===== src/rtl/change_dispenser_pkg.sv =====
// Shared definitions for the vending datapath: dispenser FSM encoding,
// coin-type indices, default denominations and the vending controller's
// product prices.
package change_dispenser_pkg;

  typedef enum logic [1:0] {
    ST_IDLE   = 2'd0,
    ST_SELECT = 2'd1,
    ST_ISSUE  = 2'd2,
    ST_DONE   = 2'd3
  } disp_state_t;

  // Coin-type indices, largest denomination first.
  localparam logic [1:0] COIN_0 = 2'd0;
  localparam logic [1:0] COIN_1 = 2'd1;
  localparam logic [1:0] COIN_2 = 2'd2;
  localparam logic [1:0] COIN_3 = 2'd3;

  // Default denominations, strictly descending.
  localparam int DEN0_DEF = 50;
  localparam int DEN1_DEF = 10;
  localparam int DEN2_DEF = 5;
  localparam int DEN3_DEF = 1;

  // Vending controller product prices (same currency unit as the coins).
  localparam int PROD_A_PRICE = 35;
  localparam int PROD_B_PRICE = 60;
  localparam int PROD_C_PRICE = 85;

endpackage


===== src/rtl/change_dispenser_coin_picker.sv =====
// coin_picker: greedy largest-first selection. Returns the lowest coin index
// whose value fits in the remainder and whose inventory is non-zero.
module coin_picker
  import change_dispenser_pkg::*;
#(
  parameter int AMT_W = 8,
  parameter int CNT_W = 4,
  parameter int DEN0  = DEN0_DEF,
  parameter int DEN1  = DEN1_DEF,
  parameter int DEN2  = DEN2_DEF,
  parameter int DEN3  = DEN3_DEF
) (
  input  logic [AMT_W-1:0]      rem,
  input  logic [3:0][CNT_W-1:0] cnt,
  output logic                  found,
  output logic [1:0]            sel
);

  localparam logic [AMT_W-1:0] D0 = AMT_W'(DEN0);
  localparam logic [AMT_W-1:0] D1 = AMT_W'(DEN1);
  localparam logic [AMT_W-1:0] D2 = AMT_W'(DEN2);
  localparam logic [AMT_W-1:0] D3 = AMT_W'(DEN3);

  // Priority pick, largest denomination wins.
  always_comb begin
    found = 1'b0;
    sel   = COIN_0;
    if ((D0 <= rem) && (cnt[0] != {CNT_W{1'b0}})) begin
      found = 1'b1;
      sel   = COIN_0;
    end else if ((D1 <= rem) && (cnt[1] != {CNT_W{1'b0}})) begin
      found = 1'b1;
      sel   = COIN_1;
    end else if ((D2 <= rem) && (cnt[2] != {CNT_W{1'b0}})) begin
      found = 1'b1;
      sel   = COIN_2;
    end else if ((D3 <= rem) && (cnt[3] != {CNT_W{1'b0}})) begin
      found = 1'b1;
      sel   = COIN_3;
    end else begin
      found = 1'b0;
      sel   = COIN_0;
    end
  end

endmodule


===== src/rtl/change_dispenser.sv =====
// change_dispenser: pays a change amount out one coin per handshake from a
// four-denomination inventory, greedy largest-first, reporting any unpaid
// remainder. Optional feature: define CHANGE_TOTAL_EN to add total_out, the
// running 16-bit value of all coins handed out since reset.
module change_dispenser
  import change_dispenser_pkg::*;
#(
  parameter int AMT_W = 8,
  parameter int CNT_W = 4,
  parameter int DEN0  = DEN0_DEF,
  parameter int DEN1  = DEN1_DEF,
  parameter int DEN2  = DEN2_DEF,
  parameter int DEN3  = DEN3_DEF
) (
  input  logic             clk,
  input  logic             rst,
  input  logic             amt_valid,
  input  logic [AMT_W-1:0] amt,
  output logic             in_ready,
  input  logic             inv_load,
  input  logic [1:0]       inv_sel,
  input  logic [CNT_W-1:0] inv_cnt,
  output logic             coin_valid,
  output logic [1:0]       coin_type,
  input  logic             coin_ready,
  output logic             done,
  output logic             short,
  output logic [AMT_W-1:0] remain,
  output logic             empty
`ifdef CHANGE_TOTAL_EN
  ,
  output logic [15:0]      total_out
`endif
);

  disp_state_t           state_r, state_nxt_s;
  logic [AMT_W-1:0]      rem_r;
  logic [3:0][CNT_W-1:0] inv_r;
  logic                  coin_valid_r;
  logic [1:0]            coin_type_r;
  logic                  done_r;
  logic                  short_r;
  logic [AMT_W-1:0]      remain_r;

  logic                  found_s;
  logic [1:0]            pick_sel_s;
  logic                  accept_s;
  logic                  handshake_s;
  logic [AMT_W-1:0]      rem_after_s;
  logic                  short_nxt_s;
  logic [AMT_W-1:0]      remain_nxt_s;

  function automatic logic [AMT_W-1:0] coin_value(input logic [1:0] idx);
    case (idx)
      COIN_0:  coin_value = AMT_W'(DEN0);
      COIN_1:  coin_value = AMT_W'(DEN1);
      COIN_2:  coin_value = AMT_W'(DEN2);
      COIN_3:  coin_value = AMT_W'(DEN3);
      default: coin_value = {AMT_W{1'b0}};
    endcase
  endfunction

  coin_picker #(
    .AMT_W(AMT_W), .CNT_W(CNT_W),
    .DEN0(DEN0), .DEN1(DEN1), .DEN2(DEN2), .DEN3(DEN3)
  ) u_picker (
    .rem   (rem_r),
    .cnt   (inv_r),
    .found (found_s),
    .sel   (pick_sel_s)
  );

  assign in_ready    = (state_r == ST_IDLE) && !inv_load;
  assign accept_s    = amt_valid && in_ready;
  assign handshake_s = (state_r == ST_ISSUE) && coin_ready;
  // Only consumed on a handshake, where the picker already proved no underflow.
  assign rem_after_s = rem_r - coin_value(coin_type_r);
  assign empty       = (inv_r == {(4*CNT_W){1'b0}});

  assign coin_valid  = coin_valid_r;
  assign coin_type   = coin_type_r;
  assign done        = done_r;
  assign short       = short_r;
  assign remain      = remain_r;

  // Next-state decode plus the completion status to publish with done.
  always_comb begin
    state_nxt_s  = state_r;
    short_nxt_s  = 1'b0;
    remain_nxt_s = {AMT_W{1'b0}};
    case (state_r)
      ST_IDLE: begin
        if (accept_s) begin
          if (amt == {AMT_W{1'b0}}) begin
            state_nxt_s = ST_DONE;
          end else begin
            state_nxt_s = ST_SELECT;
          end
        end else begin
          state_nxt_s = ST_IDLE;
        end
      end
      ST_SELECT: begin
        if (found_s) begin
          state_nxt_s = ST_ISSUE;
        end else begin
          state_nxt_s  = ST_DONE;
          short_nxt_s  = 1'b1;
          remain_nxt_s = rem_r;
        end
      end
      ST_ISSUE: begin
        if (coin_ready) begin
          if (rem_after_s == {AMT_W{1'b0}}) begin
            state_nxt_s = ST_DONE;
          end else begin
            state_nxt_s = ST_SELECT;
          end
        end else begin
          state_nxt_s = ST_ISSUE;
        end
      end
      ST_DONE:  state_nxt_s = ST_IDLE;
      default:  state_nxt_s = ST_IDLE;
    endcase
  end

  // State register and registered handshake/status outputs.
  always_ff @(posedge clk or posedge rst) begin
    if (rst) begin
      state_r      <= ST_IDLE;
      coin_valid_r <= 1'b0;
      coin_type_r  <= COIN_0;
      done_r       <= 1'b0;
      short_r      <= 1'b0;
      remain_r     <= {AMT_W{1'b0}};
    end else begin
      state_r      <= state_nxt_s;
      coin_valid_r <= (state_nxt_s == ST_ISSUE);
      if ((state_r == ST_SELECT) && found_s) begin
        coin_type_r <= pick_sel_s;
      end
      done_r       <= (state_nxt_s == ST_DONE);
      short_r      <= short_nxt_s;
      remain_r     <= remain_nxt_s;
    end
  end

  // Outstanding change: loaded on accept, reduced by each coin handed out.
  always_ff @(posedge clk or posedge rst) begin
    if (rst) begin
      rem_r <= {AMT_W{1'b0}};
    end else if (accept_s) begin
      rem_r <= amt;
    end else if (handshake_s) begin
      rem_r <= rem_after_s;
    end
  end

  // Coin inventory: host writes while idle, payout decrements on handshake.
  always_ff @(posedge clk or posedge rst) begin
    if (rst) begin
      inv_r <= {(4*CNT_W){1'b0}};
    end else if ((state_r == ST_IDLE) && inv_load) begin
      inv_r[inv_sel] <= inv_cnt;
    end else if (handshake_s && (inv_r[coin_type_r] != {CNT_W{1'b0}})) begin
      inv_r[coin_type_r] <= inv_r[coin_type_r] - {{(CNT_W-1){1'b0}}, 1'b1};
    end
  end

`ifdef CHANGE_TOTAL_EN
  logic [15:0] total_r;

  // Running value of every coin handed out, wrapping at 16 bits.
  always_ff @(posedge clk or posedge rst) begin
    if (rst) begin
      total_r <= 16'd0;
    end else if (handshake_s) begin
      total_r <= total_r + 16'(coin_value(coin_type_r));
    end
  end

  assign total_out = total_r;
`endif

endmodule


===== config.mk =====
export PLATFORM = sky130hd
export DESIGN_NAME = change_dispenser
export DESIGN_NICKNAME = d
export VERILOG_FILES = /design/src/rtl/change_dispenser_pkg.sv /design/src/rtl/change_dispenser_coin_picker.sv /design/src/rtl/change_dispenser.sv
export SDC_FILE = /design/constraint.sdc
export NUM_CORES = 1
export LEC_CHECK = 0
export CORE_UTILIZATION = 34
export DETAILED_ROUTE_END_ITERATION = 8
export RECOVER_POWER = 25
export REMOVE_ABC_BUFFERS = 1
export SLEW_MARGIN = 20
export SYNTH_ARGS = -nofsm -noshare
export SYNTH_HDL_FRONTEND = slang
export SYNTH_HIERARCHICAL = 1
export SYNTH_SLANG_ARGS = --single-unit

===== constraint.sdc =====
create_clock -name clk -period 3.65 [get_ports clk]
set_clock_uncertainty 0.15 [all_clocks]
set_input_delay 0.365 -clock clk [delete_from_list [all_inputs] [get_ports clk]]
set_output_delay 0.365 -clock clk [all_outputs]
set_load 0.05 [all_outputs]

==> run metrics, run 1 <==
share of cells above drive strength 1=approximately a tenth; Clock Pin Slew Worst Setup and Hold Paths=about 0.080 ns; routed len/inst=around 17 um; Slew HR=-38.6%; slowest library cell on the worst path=dfrtp_1; Worst Hold Class=reg -> reg; Slew @ Worst Pin=roughly 2.1 ns; CTS Buffer Depth=2; routability cong.=just under 0.9; FF+latch area=roughly 980 um2; Synth top cells by count=dfrtp_1, nor2_1, a221o_1, inv_1; fillers=668; Post-Synth Simple-Gate Area=24.4%; Skew-Pair Late Insertion Delay=roughly 0.29 ns; ys flop type=dfrtp_1; IO Count=34; Area after DPL=2830 um2; pin count of the biggest net entering global routing=40; Post-route DRC=0; largest family of logic cells by synthesized area=simple AND/OR/NAND/NOR gates; Synth Register Bits=39; WP data arrival=between 2 and 3 ns; Synth Area in XOR/XNOR=under 10%; CTS root buffer=clkbuf_8; starting DRC count in detailed routing=135; Setup violations, final=0; area grow syn2layout=21.6%; hold buffer count at cts=0; max-slew violation count=40; mapped cell area=roughly 2400 um2; Vias/cell=between 5 and 6; fin crit period=2.90 ns; Hold Startpoint=inv_r[2]; DIE HEIGHT=approximately 86 um; Seq/Total Area, Yosys=between 40% and 50%; Hold Path Depth=2; initial antenna violation count=0; CP Max Fanout=13; critical path required time=3.67 ns; reg2reg end=done; pwr/cell area=between 900 and 1000 nW/um2; Yosys cell types=51; n_diodes=0; R2R Setup Slk=roughly 0.75 ns; largest area contributor in the netlist=dfrtp_1; chip width=approximately 86 um; via count=around 2100; placed cells=around 370; floorplan row count=30; leakage=between 1 and 1.5 nW; Top Family by Delay on Critical Path=simple AND/OR/NAND/NOR gates; CP Capture Type=flip-flop; CP cell instances=inv_1, nand2_1, ha_1, and3b_1, o2111ai_1, or4bb_1, and3_1, a31oi_1, nor3_1; top-count cell post-synth=dfrtp_1; number of H-tree levels=2; adder-cell share of the synthesized area=approximately 6.5%; Inserted Clock Buffers=5; compound-gate portion of the synthesized area=a little under a fifth; status=complete, but fails checks; dpl ws=approximately 0.76 ns; Die ar.=approximately 7400 um2; Final Cell Area=roughly 2900 um2; MaxCap Viol Count=1; GRT Util Overall=between 15 and 20%; Syn Area/Cell=9.99 um2; Worst VDD drop=~0.27 mV; RSZ-0062 raised after global routing=no; area occupied by multi-input gates=between 1000 and 1500 um2; Final ANT Viol Nets=0; f_max=roughly 0.35 GHz; multiplexer share of the synthesized area=between 4 and 5%; initial cell density of the core=about a third; WP buf/inv=1; first-pass GRT wire length=10.0 mm; Startpoint Class=flip-flop; Crit path largest cell delay=0.62 ns; vias in the first global route=between 1500 and 2000; clk sink count=39; worst setup path category=reg -> reg; final WL=about 6.2 mm; final hold vios=0; Final Cycle Share=approximately 79%; CTS tree=yes; Post-Syn Instances=240; EDFF count, synth=0; final worst setup slack=between 0.7 and 0.8 ns; setup bufs post-CTS=0; drt pass-1 iters=4; Worst Reg-to-Reg Cells=9; failing checks=max-capacitance violations, max-slew violations; Reg-to-Reg Start=coin_type[1]; gr ovfl total=0; Synth warnings=6; fin cells=373; core area=roughly 6800 um2; CTS resizes=0; PortBufs=33; dpl hpwl=~4.8 mm; Post-synth ARST share=100%; synth top area cells=dfrtp_1, a221o_1, ha_1; final-stage net count=between 300 and 400; Final TNS setup=0 ns; Synth top area share=40.7%; Worst Hold Endpoint=inv_r[2]
[report_power, final]
group	switching (W)	internal [W]
Sequential	0.000273	0.000581
Combinational	0.000862	0.000665
Clock	0.000157	0.000133
[worst max path at each step]
stage                 startpoint        end  cells after the start
CTS                 coin_type[1]       done                      9
finish              coin_type[1]       done                      9
detailed placement  coin_type[1]       done                      9
global route                 rst  inv_r[11]                      3
floorplan           coin_type[1]       done                      9
global placement    coin_type[1]       done                      9
[cells by family (layout without fill, tap and decap cells)]
family,after synthesis,after routing
DFF,39,39
xor gates and xnor gates,5,5
muxes,6,6
buffers and inverters,18,55
adders and majority gates,12,12
AOI/OAI and AO/OA,59,59
and+or+nand+nor,101,101
[metrics by stage]
| step | utilization (%) | hold slack, ns | total power [W] |
|---|---|---|---|
| 6_report | 42.9 | 0.405 | 0.00267 |
| 5_1_grt | 42.9 | 0.437 | 0.00287 |
| 4_1_cts | 43.0 | 0.347 | 0.00267 |
| 3_5_place_dp | 41.7 | 0.393 | 0.00237 |
| 3_3_place_gp | 41.7 | 0.396 | 0.00236 |
| 2_1_floorplan | - | 0.339 | 0.00194 |
[cells in the final DEF, fill, tap and decap left out, types with 2 or more instances in the layout]
| master | n |
|---|---|
| nor2_1 | 28 |
| ha_1 | 10 |
| nor4_1 | 11 |
| mux4_2 | 4 |
| nand3b_1 | 4 |
| a31oi_1 | 3 |
| a21oi_1 | 10 |
| nor4b_1 | 2 |
| and2_1 | 7 |
| a221o_1 | 14 |
| clkbuf_8 | 5 |
| dfrtp_1 | 39 |
| o21ai_0 | 12 |
| clkdlybuf4s50_1 | 32 |
| nand3_1 | 5 |
| xnor2_1 | 4 |
| and3_1 | 3 |
| nand2_1 | 12 |
| nor3b_1 | 2 |
| nor4_4 | 2 |
| mux2_2 | 2 |
| clkinvlp_4 | 2 |
| and4_1 | 2 |
| nor3_1 | 9 |
| nand2b_1 | 5 |
| a22oi_1 | 8 |
| inv_1 | 13 |
[registers in the layout (all words and copies together), names as in the netlist]
name / flops
inv_r: 16
rem_r: 8
remain: 8
coin_type: 2
state_r: 2
coin_valid: 1
done: 1
short: 1
[worst register-to-register path, stage by stage, from the launching register on]
cell and delay (ns):
dfrtp_1 0.62, inv_1 0.20, nand2_1 0.14, ha_1 0.28, and3b_1 0.23, o2111ai_1 0.19, or4bb_1 0.50, and3_1 0.20
a31oi_1 0.20, nor3_1 0.07
[layout make-up]
cell class,instances,share of cell area (%)
clock buffers,5,2.36
clock inverters,3,0.686
inverters,13,1.67
multi-input cells,183,46.2
flip-flops and latches,39,33.5
well taps,96,4.12
repair buffers,34,11.5
[routing by layer]
metal	up-vias	GRT usage, %	share of wire, %
li1	985	-	-
met1	1038	24.4	43
met2	75	27.4	47
met3	12	2.69	6.9
met4	0	7.27	2.2
met5	-	0	0
Power figures use the tool's default switching activity.
==> run 2, diff against run 1 <==
==> constraint.sdc (replaced) <==
create_clock -name clk -period 2.85 [get_ports clk]
set_clock_uncertainty 0.15 [all_clocks]
set_input_delay 0.285 -clock clk [delete_from_list [all_inputs] [get_ports clk]]
set_output_delay 0.285 -clock clk [all_outputs]
set_load 0.05 [all_outputs]
==> run metrics, run 2 (synthesis gave the netlist of run 1 again) <==
status=finished clean; number of H-tree levels=2; Top reg by flops=inv_r; CTS root buffer=clkbuf_8; Clock Pin Slew Worst Setup and Hold Paths=~0.08 ns; first-pass GRT wire length=between 10 and 15 mm; initial antenna violation count=0; Post-route DRC=0; pin count of the biggest net entering global routing=40; final WL=~6.2 mm; routability cong.=0.892; critical path required time=between 2 and 3 ns; GRT Util Overall=between 10% and 20%; PortBufs=33; dpl hpwl=4.84 mm; CP Capture Type=flip-flop; n_diodes=0; share of cells above drive strength 1=about 14%; final worst setup slack=0.181 ns; starting DRC count in detailed routing=between 150 and 200; pwr/cell area=1200 nW/um2; most frequent cells in the layout=dfrtp_1, clkdlybuf4s50_1, nor2_1; Slew @ Worst Pin=between 0.9 and 1 ns; chip width=between 80 and 90 um; f_max=roughly 0.37 GHz; placed cells=~370; Die ar.=approximately 7400 um2; Setup violations, final=0; fin cells=approximately 380; initial cell density of the core=35.3%; Vias/cell=5.46; DIE HEIGHT=around 86 um; Area after DPL=just under 3000 um2; CTS tree=yes; fin crit period=2.67 ns; Largest register FFs=16; WP buf/inv=1; commonest non-fill, non-tap cell in the layout=dfrtp_1; Slew HR=a little over a third; CTS Buffer Depth=2; gr ovfl total=0; Skew-Pair Late Insertion Delay=just under 0.3 ns; Inserted Clock Buffers=5; area grow syn2layout=26.0%; vias in the first global route=around 2000; final core utilization=between 40% and 50%; slowest library cell on the worst path=or4bb_1; Worst Hold Class=reg -> reg; dpl ws=around 0.16 ns; Startpoint Class=flip-flop; CP Max Fanout=8; clk sink count=39; worst setup path category=reg -> reg; hold buffer count at cts=0; Crit path largest cell delay=slightly above 0.5 ns; MaxCap Viol Count=0; final-stage net count=about 320; Final Cycle Share=a little over nine tenths; core area=6790 um2; WP data arrival=2.69 ns; max-slew violation count=0; floorplan row count=30; RSZ-0062 raised after global routing=no; via count=between 2000 and 2500; Final Cell Area=~3000 um2; leakage=about 1.3 nW; Top Family by Delay on Critical Path=simple AND/OR/NAND/NOR gates; final hold vios=0; Worst VDD drop=0.349 mV; IO Count=34; drt pass-1 iters=5; Final ANT Viol Nets=0; CP cell instances=inv_1, nand2_1, ha_1, and3b_1, o2111ai_1, or4bb_1, and3_1, a31oi_2, nor3_1; routed len/inst=between 15 and 20 um
## run 2: cell types whose count changed in the layout (fill, tap and decap cells not counted), sizes merged
cell and change:
clkinvlp -2, bufinv +1, clkbuf +1, buf +9
## run 2: worst min-delay path: stages (launching register included)
cell,delay [ns]
dfrtp_1,0.41
nand2_1,0.06
o21ai_0,0.06
## run 2: power breakdown
part           total, W  switching [W]  internal (W)
clock          0.000475       0.000192      0.000283
sequential      0.00102       0.000276      0.000746
combinational   0.00212        0.00120      0.000918
## run 2: final timing paths
path | startpoint | endpoint | slack (ns) | cells past startpoint
min in group asynchronous | rst | short | 0.59 | 3
worst min-delay path | inv_r[1] | inv_r[1] | 0.42 | 2
worst min register to register | inv_r[1] | inv_r[1] | 0.42 | 2
worst max register to register | coin_type[1] | done | 0.18 | 9
max in group asynchronous | rst | coin_type[1] | 1.32 | 3
worst max-delay path | coin_type[1] | done | 0.18 | 9
## run 2: what timing repair did
item                                    CTS  global route
endpoints found under the setup margin    0             2
buffers inserted                          0             0
gates resized for setup                   0             2
## run 2: final cells by class
type,instances,area (um2)
sequential,39,977
fill,657,3770
multi-input combinational,183,1360
timing repair buffer,43,403
clock buffer,6,82.6
tap,96,120
inverter,13,48.8
clock inverter,2,35.0
## run 2: metal layers
metal | up-vias | wire [um] | global-route usage, %
li1 | 1006 | - | -
met1 | 1005 | 2900 | 25.5
met2 | 67 | 2880 | 27.6
met3 | 6 | 372 | 2.41
met4 | 0 | 89 | 5.76
met5 | - | 0 | 0
## run 2: per-stage QoR
stage                     setup TNS [ns]  power [W]  hold slack [ns]
final                                  0    0.00361            0.416
after global routing                   0    0.00387            0.433
after CTS                              0    0.00360            0.281
after detailed placement               0    0.00312            0.395
after global placement                 0    0.00310            0.392
after floorplan                   -0.268    0.00248            0.278
==> run 3, diff against run 2 <==
--- a/config.mk
+++ b/config.mk
@@ -5,8 +5,9 @@
 export SDC_FILE = /design/constraint.sdc
 export NUM_CORES = 1
 export LEC_CHECK = 0
-export CORE_UTILIZATION = 34
+export CORE_UTILIZATION = 55
 export DETAILED_ROUTE_END_ITERATION = 8
+export PLACE_DENSITY = 0.8
 export RECOVER_POWER = 25
 export REMOVE_ABC_BUFFERS = 1
 export SLEW_MARGIN = 20
==> run metrics, run 3 (synthesis gave the netlist of run 1 again) <==
Startpoint Class=flip-flop; commonest non-fill, non-tap cell in the layout=dfrtp_1; Largest register FFs=16; Vias/cell=roughly 6.3; via count=around 2100; n_diodes=0; Worst VDD drop=roughly 0.9 mV; Reg power frac=30.0%; CTS root buffer=clkbuf_8; DIE HEIGHT=around 68 um; GRT Util Overall=approximately 30%; drt pass-1 iters=5; Clock Pin Slew Worst Setup and Hold Paths=around 0.08 ns; initial cell density of the core=about 60%; final core utilization=~72%; fillers=320; first-pass GRT wire length=10.1 mm; final hold vios=0; final WL=~6.3 mm; chip width=68.0 um; Internal Power=around 0.0018 W; Final ANT Viol Nets=0; Slew HR=a little under two fifths; Comb pwr share=around three fifths; initial antenna violation count=0; status=finished clean; pin count of the biggest net entering global routing=40; critical path required time=~2.9 ns; WP data arrival=approximately 2.7 ns; Die ar.=4630 um2; Slew @ Worst Pin=0.945 ns; hold slack=0.419 ns; Setup violations, final=0; CTS Buffer Depth=2; core area=between 4000 and 5000 um2; Post-route DRC=0; routability cong.=0.958; Skew-Pair Late Insertion Delay=around 0.30 ns; CTS tree=yes; share of cells above drive strength 1=between 10% and 20%; max-slew violation count=0; RSZ-0062 raised after global routing=no; clk sink count=39; vias in the first global route=approximately 2000; global route hottest layer=met1; grt met3 use=roughly 6.5%; number of H-tree levels=2; NetSw=about 0.0017 W; PortBufs=33; Final Cycle Share=a little over nine tenths; met2 Resource Use GR=between 40% and 50%; routed len/inst=about 19 um; f_max=0.369 GHz; gr ovfl total=0; most frequent cells in the layout=dfrtp_1, clkdlybuf4s50_1, nor2_1; starting DRC count in detailed routing=roughly 240; CP Max Fanout=4; fin crit period=roughly 2.7 ns; worst setup path category=reg -> reg; Inserted Clock Buffers=5; IO Count=34; floorplan row count=23; dpl hpwl=4.82 mm; pwr/cell area=1210 nW/um2; leakage=1.26 nW; MaxCap Viol Count=0; CP Capture Type=flip-flop; clock share of power=between 10% and 20%; Worst Hold Class=reg -> reg; Top reg by flops=inv_r; area grow syn2layout=22.0%; final-stage net count=about 320; met1 usage=44.6%; Switching Share=48.3%
run 3: repair_timing:
| item | 4_1_cts | 5_1_grt |
|---|---|---|
| gates resized for setup | 0 | 3 |
| buffers inserted | 0 | 2 |
| hold buffers | 0 | 0 |
| endpoints found under the setup margin | 0 | 2 |
| hold endpoints to repair | 0 | 0 |
run 3: path summary, 6_finish.rpt:
check / startpoint / endpoint / slack [ns] / cells past startpoint
worst max register to register: rem_r[0] / done / 0.14 / 9
max in group asynchronous: rst / coin_type[0] / 1.33 / 3
worst min-delay path: inv_r[0] / inv_r[0] / 0.42 / 2
worst min register to register: inv_r[0] / inv_r[0] / 0.42 / 2
min in group asynchronous: rst / remain[0] / 0.58 / 3
worst max-delay path: rem_r[0] / done / 0.14 / 9
run 3: cell type report:
cell class                 count  area (um2)  area share (%)
multi-input combinational    183        1350            46.1
sequential                    39         978            33.4
tap                           50        62.6            2.14
inverter                      13        48.8            1.67
clock buffer                   5        68.8            2.35
clock inverter                 3        15.0           0.513
timing repair buffer          43         403            13.8
run 3: power groups by stage:
stage | combinational, W | sequential, W | clock (W)
floorplan | 0.00144 | 0.00105 | 0
global placement | 0.00199 | 0.00104 | 0
detailed placement | 0.00204 | 0.00105 | 0
CTS | 0.00205 | 0.00104 | 0.000372
global route | 0.00231 | 0.00108 | 0.000396
finish | 0.00211 | 0.00106 | 0.000362
run 3: worst max-delay path, cell delays in order (launching register included):
cell,delay (ns)
dfrtp_1,0.41
inv_1,0.09
ha_1,0.22
fa_1,0.40
and3b_1,0.28
nor4_1,0.07
or4bb_1,0.49
and3_1,0.20
a31oi_1,0.21
nor3_1,0.07
run 3: routing by layer:
| metal | share of wire (%) | vias up |
|---|---|---|
| li1 | - | 1007 |
| met1 | 46 | 1020 |
| met2 | 45 | 95 |
| met3 | 7.5 | 10 |
| met4 | 1.8 | 0 |
| met5 | 0 | - |
run 3: stage by stage:
stage	TNS, ns	setup slack, ns	std cells	area [um2]	total power, W
floorplan	-0.268	-0.141	235	2370	0.00248
CTS	0	0.101	334	2910	0.00346
detailed placement	0	0.133	326	2830	0.00309
global route	0	0.00180	336	2930	0.00378
finish	0	0.139	336	2930	0.00354
global placement	0	0.210	326	2830	0.00303
